<file path="src/rtl/fetch_stage_pkg.sv">
// Shared types and constants for the instruction-fetch stage.
package fetch_stage_pkg;

  localparam int PC_W = 32;
  localparam logic [PC_W-1:0] NOP_INSTR = 32'h0000_0000;

  typedef enum logic [1:0] {
    FETCH   = 2'd0,
    HOLD    = 2'd1,
    DISCARD = 2'd2
  } fetch_state_e;

endpackage

</file>
<file path="src/rtl/if_id_reg.sv">
// Pipeline register carrying {pc, instruction, valid} between two stages.
// flush beats load; with neither asserted the contents hold.
module if_id_reg
  import fetch_stage_pkg::*;
#(
  parameter int W = PC_W
) (
  input  logic         clk,
  input  logic         rst,
  input  logic         load,
  input  logic         flush,
  input  logic [W-1:0] d_pc,
  input  logic [W-1:0] d_instr,
  input  logic         d_valid,
  output logic [W-1:0] q_pc,
  output logic [W-1:0] q_instr,
  output logic         q_valid
);

  // Load, flush to a bubble, or hold the current entry.
  always_ff @(posedge clk) begin
    if (rst || flush) begin
      q_pc    <= '0;
      q_instr <= NOP_INSTR;
      q_valid <= 1'b0;
    end else if (load) begin
      q_pc    <= d_pc;
      q_instr <= d_instr;
      q_valid <= d_valid;
    end
  end

endmodule

</file>
<file path="src/rtl/fetch_stage.sv">
// Instruction fetch stage with IF/ID register.
// Optional performance counters are built when FETCH_PERF_EN is defined.
module fetch_stage
  import fetch_stage_pkg::*;
#(
  parameter logic [31:0] RESET_PC = 32'h0000_0000,
  parameter logic [31:0] PC_STEP  = 32'd4
) (
  input  logic            clk,
  input  logic            rst,
  input  logic            freeze,
  input  logic            branch_taken,
  input  logic [PC_W-1:0] branch_addr,
  output logic            imem_req,
  output logic [PC_W-1:0] imem_addr,
  input  logic            imem_ack,
  input  logic [PC_W-1:0] imem_rdata,
  output logic [PC_W-1:0] pc_out,
  output logic [PC_W-1:0] instruction,
  output logic            valid
`ifdef FETCH_PERF_EN
  ,
  output logic [31:0]     perf_fetch_cnt,
  output logic [31:0]     perf_flush_cnt,
  output logic [31:0]     perf_wait_cnt
`endif
);

  fetch_state_e    state;
  logic [PC_W-1:0] req_addr;
  logic [PC_W-1:0] hold_buf;
  logic [PC_W-1:0] redir;
  // Low only in the cycle after reset, so a late ack is never consumed.
  logic            req_en;

  logic            acc;
  logic            word_avail;
  logic            ld;
  logic [PC_W-1:0] d_pc;
  logic [PC_W-1:0] d_instr;
  logic [PC_W-1:0] next_pc;

  assign imem_req  = req_en && (state != HOLD);
  assign imem_addr = req_addr;
  assign acc       = imem_req && imem_ack;
  assign next_pc   = req_addr + PC_STEP;

  // IF/ID input selection: a word is available either from memory this
  // cycle or from the hold buffer; otherwise a bubble is loaded.
  always_comb begin
    word_avail = (state == HOLD) || ((state == FETCH) && acc);
    ld         = !freeze;
    d_pc       = '0;
    d_instr    = NOP_INSTR;
    if (word_avail) begin
      d_pc    = next_pc;
      d_instr = (state == HOLD) ? hold_buf : imem_rdata;
    end
  end

  if_id_reg #(.W(PC_W)) u_if_id (
    .clk     (clk),
    .rst     (rst),
    .load    (ld),
    .flush   (branch_taken),
    .d_pc    (d_pc),
    .d_instr (d_instr),
    .d_valid (word_avail),
    .q_pc    (pc_out),
    .q_instr (instruction),
    .q_valid (valid)
  );

  // Fetch FSM: PC advance, freeze buffering and branch redirect.
  always_ff @(posedge clk) begin
    if (rst) begin
      state    <= FETCH;
      req_addr <= RESET_PC;
      hold_buf <= '0;
      redir    <= '0;
      req_en   <= 1'b0;
    end else begin
      req_en <= 1'b1;
      case (state)
        FETCH: begin
          if (branch_taken) begin
            // No outstanding request (acked or not yet issued): redirect now.
            if (acc || !req_en) begin
              req_addr <= branch_addr;
            end else begin
              redir <= branch_addr;
              state <= DISCARD;
            end
          end else if (acc) begin
            if (freeze) begin
              hold_buf <= imem_rdata;
              state    <= HOLD;
            end else begin
              req_addr <= next_pc;
            end
          end
        end
        HOLD: begin
          if (branch_taken) begin
            hold_buf <= '0;
            req_addr <= branch_addr;
            state    <= FETCH;
          end else if (!freeze) begin
            req_addr <= next_pc;
            state    <= FETCH;
          end
        end
        DISCARD: begin
          // Address stays put until the stale response returns.
          if (acc) begin
            req_addr <= branch_taken ? branch_addr : redir;
            state    <= FETCH;
          end else if (branch_taken) begin
            redir <= branch_addr;
          end
        end
        default: state <= FETCH;
      endcase
    end
  end

`ifdef FETCH_PERF_EN
  // Delivered instructions, flush cycles and memory wait cycles.
  always_ff @(posedge clk) begin
    if (rst) begin
      perf_fetch_cnt <= '0;
      perf_flush_cnt <= '0;
      perf_wait_cnt  <= '0;
    end else begin
      if (ld && word_avail && !branch_taken) perf_fetch_cnt <= perf_fetch_cnt + 32'd1;
      if (branch_taken)                      perf_flush_cnt <= perf_flush_cnt + 32'd1;
      if (imem_req && !imem_ack)             perf_wait_cnt  <= perf_wait_cnt + 32'd1;
    end
  end
`endif

endmodule

</file>
<file path="config.mk">
export PLATFORM = sky130hd
export DESIGN_NAME = fetch_stage
export DESIGN_NICKNAME = d
export VERILOG_FILES = /design/src/rtl/fetch_stage_pkg.sv /design/src/rtl/if_id_reg.sv /design/src/rtl/fetch_stage.sv
export SDC_FILE = /design/constraint.sdc
export NUM_CORES = 1
export LEC_CHECK = 0
export ABC_AREA = 1
export CAP_MARGIN = 0
export CORE_MARGIN = 1
export CORE_UTILIZATION = 45
export DETAILED_ROUTE_END_ITERATION = 6
export PLACE_DENSITY = 0.78
export SKIP_LAST_GASP = 1
export SYNTH_ARGS = -nofsm -noshare
export SYNTH_HDL_FRONTEND = slang
export SYNTH_SLANG_ARGS = --single-unit
</file>
<file path="constraint.sdc">
create_clock -name clk -period 2.21 [get_ports clk]
set_clock_uncertainty 0.05 [all_clocks]
set_input_delay 0.5525 -clock clk [delete_from_list [all_inputs] [get_ports clk]]
set_output_delay 0.5525 -clock clk [all_outputs]
set_load 0.1 [all_outputs]
</file>
==> metrics.txt, run 1 <==
Post-synth EDFFs 0; Mapped Area just under 8000 um2; leak pwr 4.356 nW; RSZ-0062 raised after global routing false; Core Util, Final 0.6224; Yosys reg bits 164; max_slew headroom 0.5874; Iter 0 DRT Violations 700; Synth Area per Inst 6.535 um2; htree depth 4; GR Overflow Total 0; origin of the critical flop-to-flop path imem_addr[2]; CP cell instances nand2_2 > clkinv_1 > nor2_4 > buf_12; Hold Crit Class flip-flop to flip-flop; area of the multi-input gates 4099 um2; via count 8241; Final WS setup about 0.10 ns; reg2reg setup slack 0.15 ns; Clock Pin Slew Worst Setup and Hold Paths 0.07 ns; vias in the first global route 7306; Nets 1407; CORE AREA 16700 um2; DP HPWL 16560 um; crit path capture imem_req; cts hold-fix bufs 0; Fmax achieved between 400 and 500 MHz; sequential fraction of the synthesis area 0.4225; CP max FO 10; Initial Util 0.4652; Final Hold Fails 0; dpl ws -0.07368 ns; Max IR drop VDD 0.6652 mV; drt drc 0; Die H ~130 um; Synth area leaders dfxtp_1 (42%), nand2_1 (22%), a21oi_1 (13%); Least-Margin Pin Slew 0.6189 ns; gr usage total 0.2621; routability cong. 0.9391; final cycle utilization of the critical path 0.9535; Crit Path Class flip-flop to output pin; syn_nets ~1300; PwrDens 830.3 nW/um2; row cnt 47; Worst Setup End Kind output pin; max-cap violations 0; Die W 133.4 um; CP top delay family flip-flops; initial antenna violation count 0; first-pass GRT wire length 37250 um; routed wire length 23240 um; commonest non-fill, non-tap cell in the layout nand2_1; Root Driver clkbuf_16; crit path from state[0]; R2R Path End imem_addr[14]; Sink Count roughly 160; layout cell share with drive strength beyond 1 0.1474; run status completed; Antenna Violating Nets Remaining 0; port bufs 166; Period minus WS final 2.107 ns; cell taking the most area after synthesis dfxtp_1; CTS Buffer Depth 2; CTS tree done; R2R depth 10; critical path depth 4; top_reg_cell synth dfxtp_1; CTS Buf Count 17; final max-slew violation count 0; Initial DRT Pass Iterations 5; P&R area growth vs syn 33.78%; max incr delay on CP 0.38 ns; async set-reset flop share out of synthesis 0; CP Launch Type flip-flop; Worst EP arrival 1.50 ns; largest net degree at the start of global routing 65; proportion of netlist area held by the largest area contributor 0.4225; flip-flop and latch area 3297 um2; Cells after Synth 1189; overall power 8.631 mW; YS warnings 0; Die ar. 17800 um2; most frequent cells in the layout nand2_1 (459), a21oi_1 (206), dfxtp_1 (153); Vias/cell 5.249; I/O pins between 150 and 200; slowest CP cell dfxtp_1; Yosys cell types 31; Final setup viols 0; Ant. Diodes 0; Worst-Skew Late Latency 0.44 ns; DR WL/cell between 10 and 15 um; Buf/Inv on CP 2; Fillers 1538; Worst EP required 1.61 ns
## logic make-up after synthesis
family | synth area share
XOR/XNOR | 0.01691
buffers and inverters | 0.05459
AO/OA/AOI/OAI | 0.2130
flip-flops | 0.4225
adder cells (fa/ha/maj) | 0.001610
AND/OR/NAND/NOR | 0.2913
## final cells by class
type / instances / share of cell area
Multi-Input combinational cell: 917 / 0.3943
Sequential cell: 164 / 0.3172
Timing Repair Buffer: 205 / 0.1940
Clock buffer: 17 / 0.04092
Tap cell: 220 / 0.02648
Clock inverter: 15 / 0.01553
Inverter: 32 / 0.01156
## worst min-delay path by stage
stage | start | to | slack (ns) | depth (start not counted)
after floorplan | hold_buf[10] | hold_buf[10] | 0.45 | 2
after global placement | u_if_id.q_pc[31] | u_if_id.q_pc[31] | 0.40 | 2
after detailed placement | u_if_id.q_pc[12] | u_if_id.q_pc[12] | 0.41 | 2
after CTS | u_if_id.q_pc[12] | u_if_id.q_pc[12] | 0.42 | 2
after global routing | u_if_id.q_instr[24] | u_if_id.q_instr[24] | 0.43 | 2
final | u_if_id.q_pc[27] | u_if_id.q_pc[27] | 0.42 | 2
## flip-flops by register name, summed over array words and instances (netlist names)
name and flops:
hold_buf 32, imem_addr 32, redir 32, u_if_id.q_instr 32, u_if_id.q_pc 32, state 2, req_en 1, u_if_id.q_valid 1
## routing by layer
| metal | vias to the layer above | share of wire | track usage | wire, um |
|---|---|---|---|---|
| li1 | 4183 | - | - | - |
| met1 | 3742 | 0.47 | 0.3827 | 10850 |
| met2 | 287 | 0.44 | 0.3860 | 10170 |
| met3 | 29 | 0.075 | 0.04566 | 1744 |
| met4 | 0 | 0.020 | 0.09091 | 474 |
| met5 | - | 0 | 0 | 0 |
## power breakdown
part,switching [mW],internal [mW]
sequential,0.223,3.18
clock,1.41,1.52
combinational,1.59,0.716
total,3.22,5.41
## worst min-delay path, stage by stage (launching register included)
cell     delay, ns
dfxtp_1       0.31
nand2_1       0.06
a21oi_1       0.05
## repair_timing
| item | CTS | global route |
|---|---|---|
| gates resized for setup | 0 | 3 |
| endpoints found under the setup margin | 0 | 8 |
| buffers inserted | 0 | 0 |
## cells in the mapped netlist (all sizes together) (2+ instances only)
cell and number:
nor3 2, o21ai 105, clkinv 2, a21boi 2
nor2 86, dfxtp 164, a21oi 206, nand3 16
clkbuf 61, a31oi 7, xnor2 2, nand2 462
nand3b 5, inv 30, buf 15, xor2 13
a2bb2oi 2, and2 3
## stage by stage
stage,TNS [ns],instances,hold slack [ns],cell area [um2]
global placement,-0.3330,1538,0.3969,9796
detailed placement,-3.556,1538,0.4074,9796
global route,0,1570,0.4308,10400
CTS,0,1570,0.4178,10380
floorplan,0,1189,0.4534,7791
finish,0,1570,0.4155,10400
Power figures use the tool's default switching activity.
==> run 2: changes to the inputs <==
Settings changed: TNS_END_PERCENT from default to 10.
==> run 2 against run 1 <==
Against the previous run: first-iteration DRC count up 20%; non-clock buffer count up 7; global-route usage down 0.16 points; sequential power about the same; combinational power up 3%; clock power about the same; critical path depth unchanged; critical path type unchanged; critical endpoint unchanged; largest cell class unchanged; highest routed layer unchanged.
==> metrics.txt, run 2 (synthesis gave the netlist of run 1 again) <==
I/O pins roughly 170; gr usage total 0.2605; Period minus WS final 2.128 ns; Antenna Violating Nets Remaining 0; final cycle utilization of the critical path 0.9627; Fmax achieved 470.0 MHz; via count 8401; area of the multi-input gates around 4100 um2; largest net degree at the start of global routing 69; Worst EP arrival 1.53 ns; hold path cells 2; flip-flop and latch area 3289 um2; Least-Margin Pin Slew 0.6420 ns; setup TNS 0 ns; Worst Setup End Kind output pin; Buf/Inv on CP 2; PwrDens 828.9 nW/um2; Hold Crit Class flip-flop to flip-flop; P&R area growth vs syn 34.80%; Initial Util 0.4652; final max-slew violation count 0; Placed Area a little under 10000 um2; fin area approximately 10000 um2; Root Driver clkbuf_16; Final WS setup slightly above 0.08 ns; Worst EP required 1.61 ns; Die ar. 17800 um2; DP HPWL around 17000 um; origin of the critical flop-to-flop path imem_addr[3]; Placed Cells incl. Taps 1545; row cnt 47; CP Launch Type flip-flop; CP cell instances nand2_2 > clkinv_1 > nor2_4 > buf_12; port bufs approximately 170; Ant. Diodes 0; Initial DRT Pass Iterations 5; Crit Path Class flip-flop to output pin; CTS Buffer Depth 2; Fillers approximately 1500; max incr delay on CP 0.38 ns; Final Non-Filler Cells 1577; max_slew headroom 0.5720; DR WL/cell 14.86 um; Sink Count 164; R2R depth 12; max-cap violations 0; Vias/cell 5.327; layout cell share with drive strength beyond 1 0.1452; htree depth 4; Worst-Skew Late Latency 0.44 ns; RSZ-0062 raised after global routing true; dpl ws -0.07040 ns; vias in the first global route 7120; CP top delay family flip-flops; CORE AREA 16700 um2; first-pass GRT wire length between 30000 and 40000 um; Final setup viols 0; Die H 133.4 um; CTS Buf Count 17; leak pwr 4.381 nW; GR Overflow Total 0; commonest non-fill, non-tap cell in the layout nand2_1; routability cong. 0.9083; Worst Hold End u_if_id.q_pc[31]; most frequent cells in the layout nand2_1 (459), a21oi_1 (206), dfxtp_1 (159); reg2reg setup slack 0.15 ns; drt drc 0; R2R Path End imem_addr[22]; Max IR drop VDD between 0.6 and 0.7 mV; CTS tree done; slowest CP cell dfxtp_1; Worst Hold Launch u_if_id.q_pc[31]; CP max FO 11; Iter 0 DRT Violations 842; run status completed; Nets approximately 1400; Die W 133.4 um; initial antenna violation count 0; routed wire length 23440 um; Final Hold Fails 0; Clock Pin Slew Worst Setup and Hold Paths about 0.070 ns
run 2: worst max-delay path by stage:
stage | end | depth (start not counted) | slack [ns] | start
after global routing | imem_addr[22] | 11 | -0.09 | imem_addr[3]
after detailed placement | hold_buf[27] | 9 | -0.07 | branch_taken
after global placement | imem_addr[3] | 7 | -0.04 | branch_taken
after floorplan | imem_addr[17] | 9 | -0.04 | imem_addr[10]
after CTS | imem_req | 4 | 0.08 | state[0]
final | imem_req | 4 | 0.08 | state[0]
run 2: per-stage QoR:
step	total power, mW	utilization	hold slack [ns]
final	8.682	0.6271	0.4129
after global routing	9.013	0.6271	0.4298
after CTS	8.682	0.6270	0.4123
after detailed placement	5.786	0.5922	0.4037
after global placement	5.753	0.5922	0.3961
after floorplan	4.917	-	0.4534
run 2: layer usage:
metal  share of wire  GRT usage  up-vias
met1            0.46     0.3886     3843
met4           0.016    0.08396        0
li1                -          -     4185
met2            0.44     0.3785      345
met3           0.081    0.04338       28
met5               0          0        -
run 2: final cells by class:
class / instances / area share
multi-input combinational: 917 / 0.3904
sequential: 164 / 0.3141
timing repair buffer: 212 / 0.2024
clock buffer: 20 / 0.04360
tap: 220 / 0.02628
clock inverter: 12 / 0.01183
inverter: 32 / 0.01147
run 2: what timing repair did:
item,4_1_cts,5_1_grt
gates resized for setup,0,1
setup buffers,0,0
hold buffers,0,0
setup endpoints to repair,0,7
run 2: worst reg2reg max path, stage by stage, from the launching register on:
cell and delay [ns]:
dfxtp_2 0.38, ha_1 0.19, nand2_1 0.06, nor2_1 0.18
nand2_1 0.17, nor2_1 0.39, nand2_1 0.10, nand2_1 0.07
nand2_1 0.07, nand2_1 0.11, nand2_1 0.06, nand2_1 0.05
a21oi_1 0.06
run 2: power by group:
group          internal (mW)  switching [mW]
sequential              3.17           0.223
clock                   1.63            1.30
combinational          0.768            1.59
total                   5.57            3.11
==> run 3: changes to the inputs <==
Settings changed: PLACE_DENSITY 0.78 to 0.71.
==> run 3 against run 2 <==
Against the previous run: worst hold slack barely moved; largest power group unchanged; register-to-register slack is essentially flat; combinational power is 3% higher; critical path type unchanged; core utilization is 0.82 points higher; power grew 1.3%; fmax is 2.3% higher; first-iteration DRC count shrank 5.6%; highest routed layer unchanged; routed wire length grew 1.4%; critical path depth unchanged; sequential cell count unchanged.
==> metrics.txt, run 3 (synthesis gave the netlist of run 1 again) <==
overall power 8.795 mW; critical path depth 4; P&R area growth vs syn 36.57%; setup TNS 0 ns; gr usage total 0.2693; Final Hold Fails 0; flip-flop and latch area roughly 3300 um2; htree depth 4; DR WL/cell 15.02 um; Clock Pin Slew Worst Setup and Hold Paths 0.07 ns; GR Overflow Total 0; DP HPWL about 17000 um; max incr delay on CP just under 0.4 ns; Antenna Violating Nets Remaining 0; Max IR drop VDD about 0.6 mV; Buf/Inv on CP 2; Worst EP required 1.61 ns; Period minus WS final 2.079 ns; Logic pwr share 0.276; final max-slew violation count 0; Initial DRT Pass Iterations 6; Least-Margin Pin Slew 0.6271 ns; CP cell instances nand2_4 > clkinv_1 > nor2_4 > buf_12; Internal 5.677 mW; Sink Count 164; layout cell share with drive strength beyond 1 0.1475; reg2reg setup slack 0.16 ns; largest net degree at the start of global routing 65; CP Launch Type flip-flop; area of the multi-input gates 4091 um2; Worst EP arrival 1.48 ns; Worst-Skew Late Latency 0.43 ns; Initial Util 0.4652; Fmax achieved 481.0 MHz; CORE AREA 16700 um2; Die H 133.4 um; post-cts gate resize count 0; slowest CP cell dfxtp_1; fin area 10610 um2; Nets 1420; sw frac 0.3545; first-pass GRT wire length 38080 um; CP max FO 11; Fillers 1543; Crit Path Class flip-flop to output pin; port bufs ~170; cts hold-fix bufs 0; initial antenna violation count 0; PwrDens around 830 nW/um2; leak pwr 4.443 nW; final cycle utilization of the critical path 0.9408; max-cap violations 0; Flop pwr share 0.387; Placed Area 10020 um2; hold path cells 2; Worst Setup End Kind output pin; clock share of power 0.337; Ant. Diodes 0; RSZ-0062 raised after global routing true; routability cong. approximately 0.92; run status completed; Root Driver clkbuf_16; via count 8324; Die W about 130 um; post-CTS setup buffer count 0; commonest non-fill, non-tap cell in the layout nand2_1; R2R depth 10; max_slew headroom 0.5819; routed wire length roughly 24000 um; Iter 0 DRT Violations 795; CTS Buf Count 17; CTS tree done; Final setup viols 0; row cnt 47; drt drc 0; I/O pins around 170; vias in the first global route 7275; Hold Crit Class flip-flop to flip-flop; Vias/cell 5.258; CTS Buffer Depth 2; CP top delay family flip-flops; Die ar. 17800 um2; P_sw 3.118 mW; most frequent cells in the layout nand2_1 (459), a21oi_1 (206), dfxtp_1 (159)
-- run 3: path summary, 6_finish.rpt --
path | startpoint | endpoint
max | state[0] | imem_req
min | u_if_id.q_pc[31] | u_if_id.q_pc[31]
max reg2reg | imem_addr[3] | imem_addr[12]
min reg2reg | u_if_id.q_pc[31] | u_if_id.q_pc[31]
-- run 3: layout make-up --
| cell class | instances | share of cell area |
|---|---|---|
| Multi-Input combinational cell | 917 | 0.3856 |
| Sequential cell | 164 | 0.3100 |
| Timing Repair Buffer | 218 | 0.2122 |
| Clock buffer | 19 | 0.04080 |
| Tap cell | 220 | 0.02594 |
| Clock inverter | 13 | 0.01415 |
| Inverter | 32 | 0.01132 |
-- run 3: per-stage QoR --
stage          hold WS (ns)  utilization  instances  worst slack, ns
6_report             0.4127       0.6354       1583           0.1309
3_3_place_gp         0.3938       0.6002       1551         -0.08934
2_1_floorplan        0.4534            -       1189         -0.03793
3_5_place_dp         0.4048       0.6002       1551          -0.1499
5_1_grt              0.4283       0.6354       1583         -0.02214
4_1_cts              0.4136       0.6351       1583          0.03352
-- run 3: worst register-to-register path, stage by stage, from the launching register on --
cell	delay, ns
dfxtp_2	0.37
ha_1	0.18
nand2_1	0.06
nor2_1	0.18
nand2_1	0.17
nor2_1	0.36
xor2_1	0.30
nand2_1	0.09
nand2_1	0.07
nand2_1	0.04
a21oi_1	0.12
-- run 3: power by group through the flow --
stage                     Clock, mW  Sequential (mW)  Combinational (mW)
final                          2.96             3.40                2.43
after global routing           3.13             3.43                2.59
after CTS                      3.00             3.39                2.41
after detailed placement          0             3.46                2.40
after global placement            0             3.45                2.39
after floorplan                   0             4.11               0.805
-- run 3: routing by layer --
layer  global-route usage  share of wire
met1               0.4039           0.48
met2               0.3828           0.42
met3              0.06735          0.080
met4              0.06250          0.010
met5                    0              0
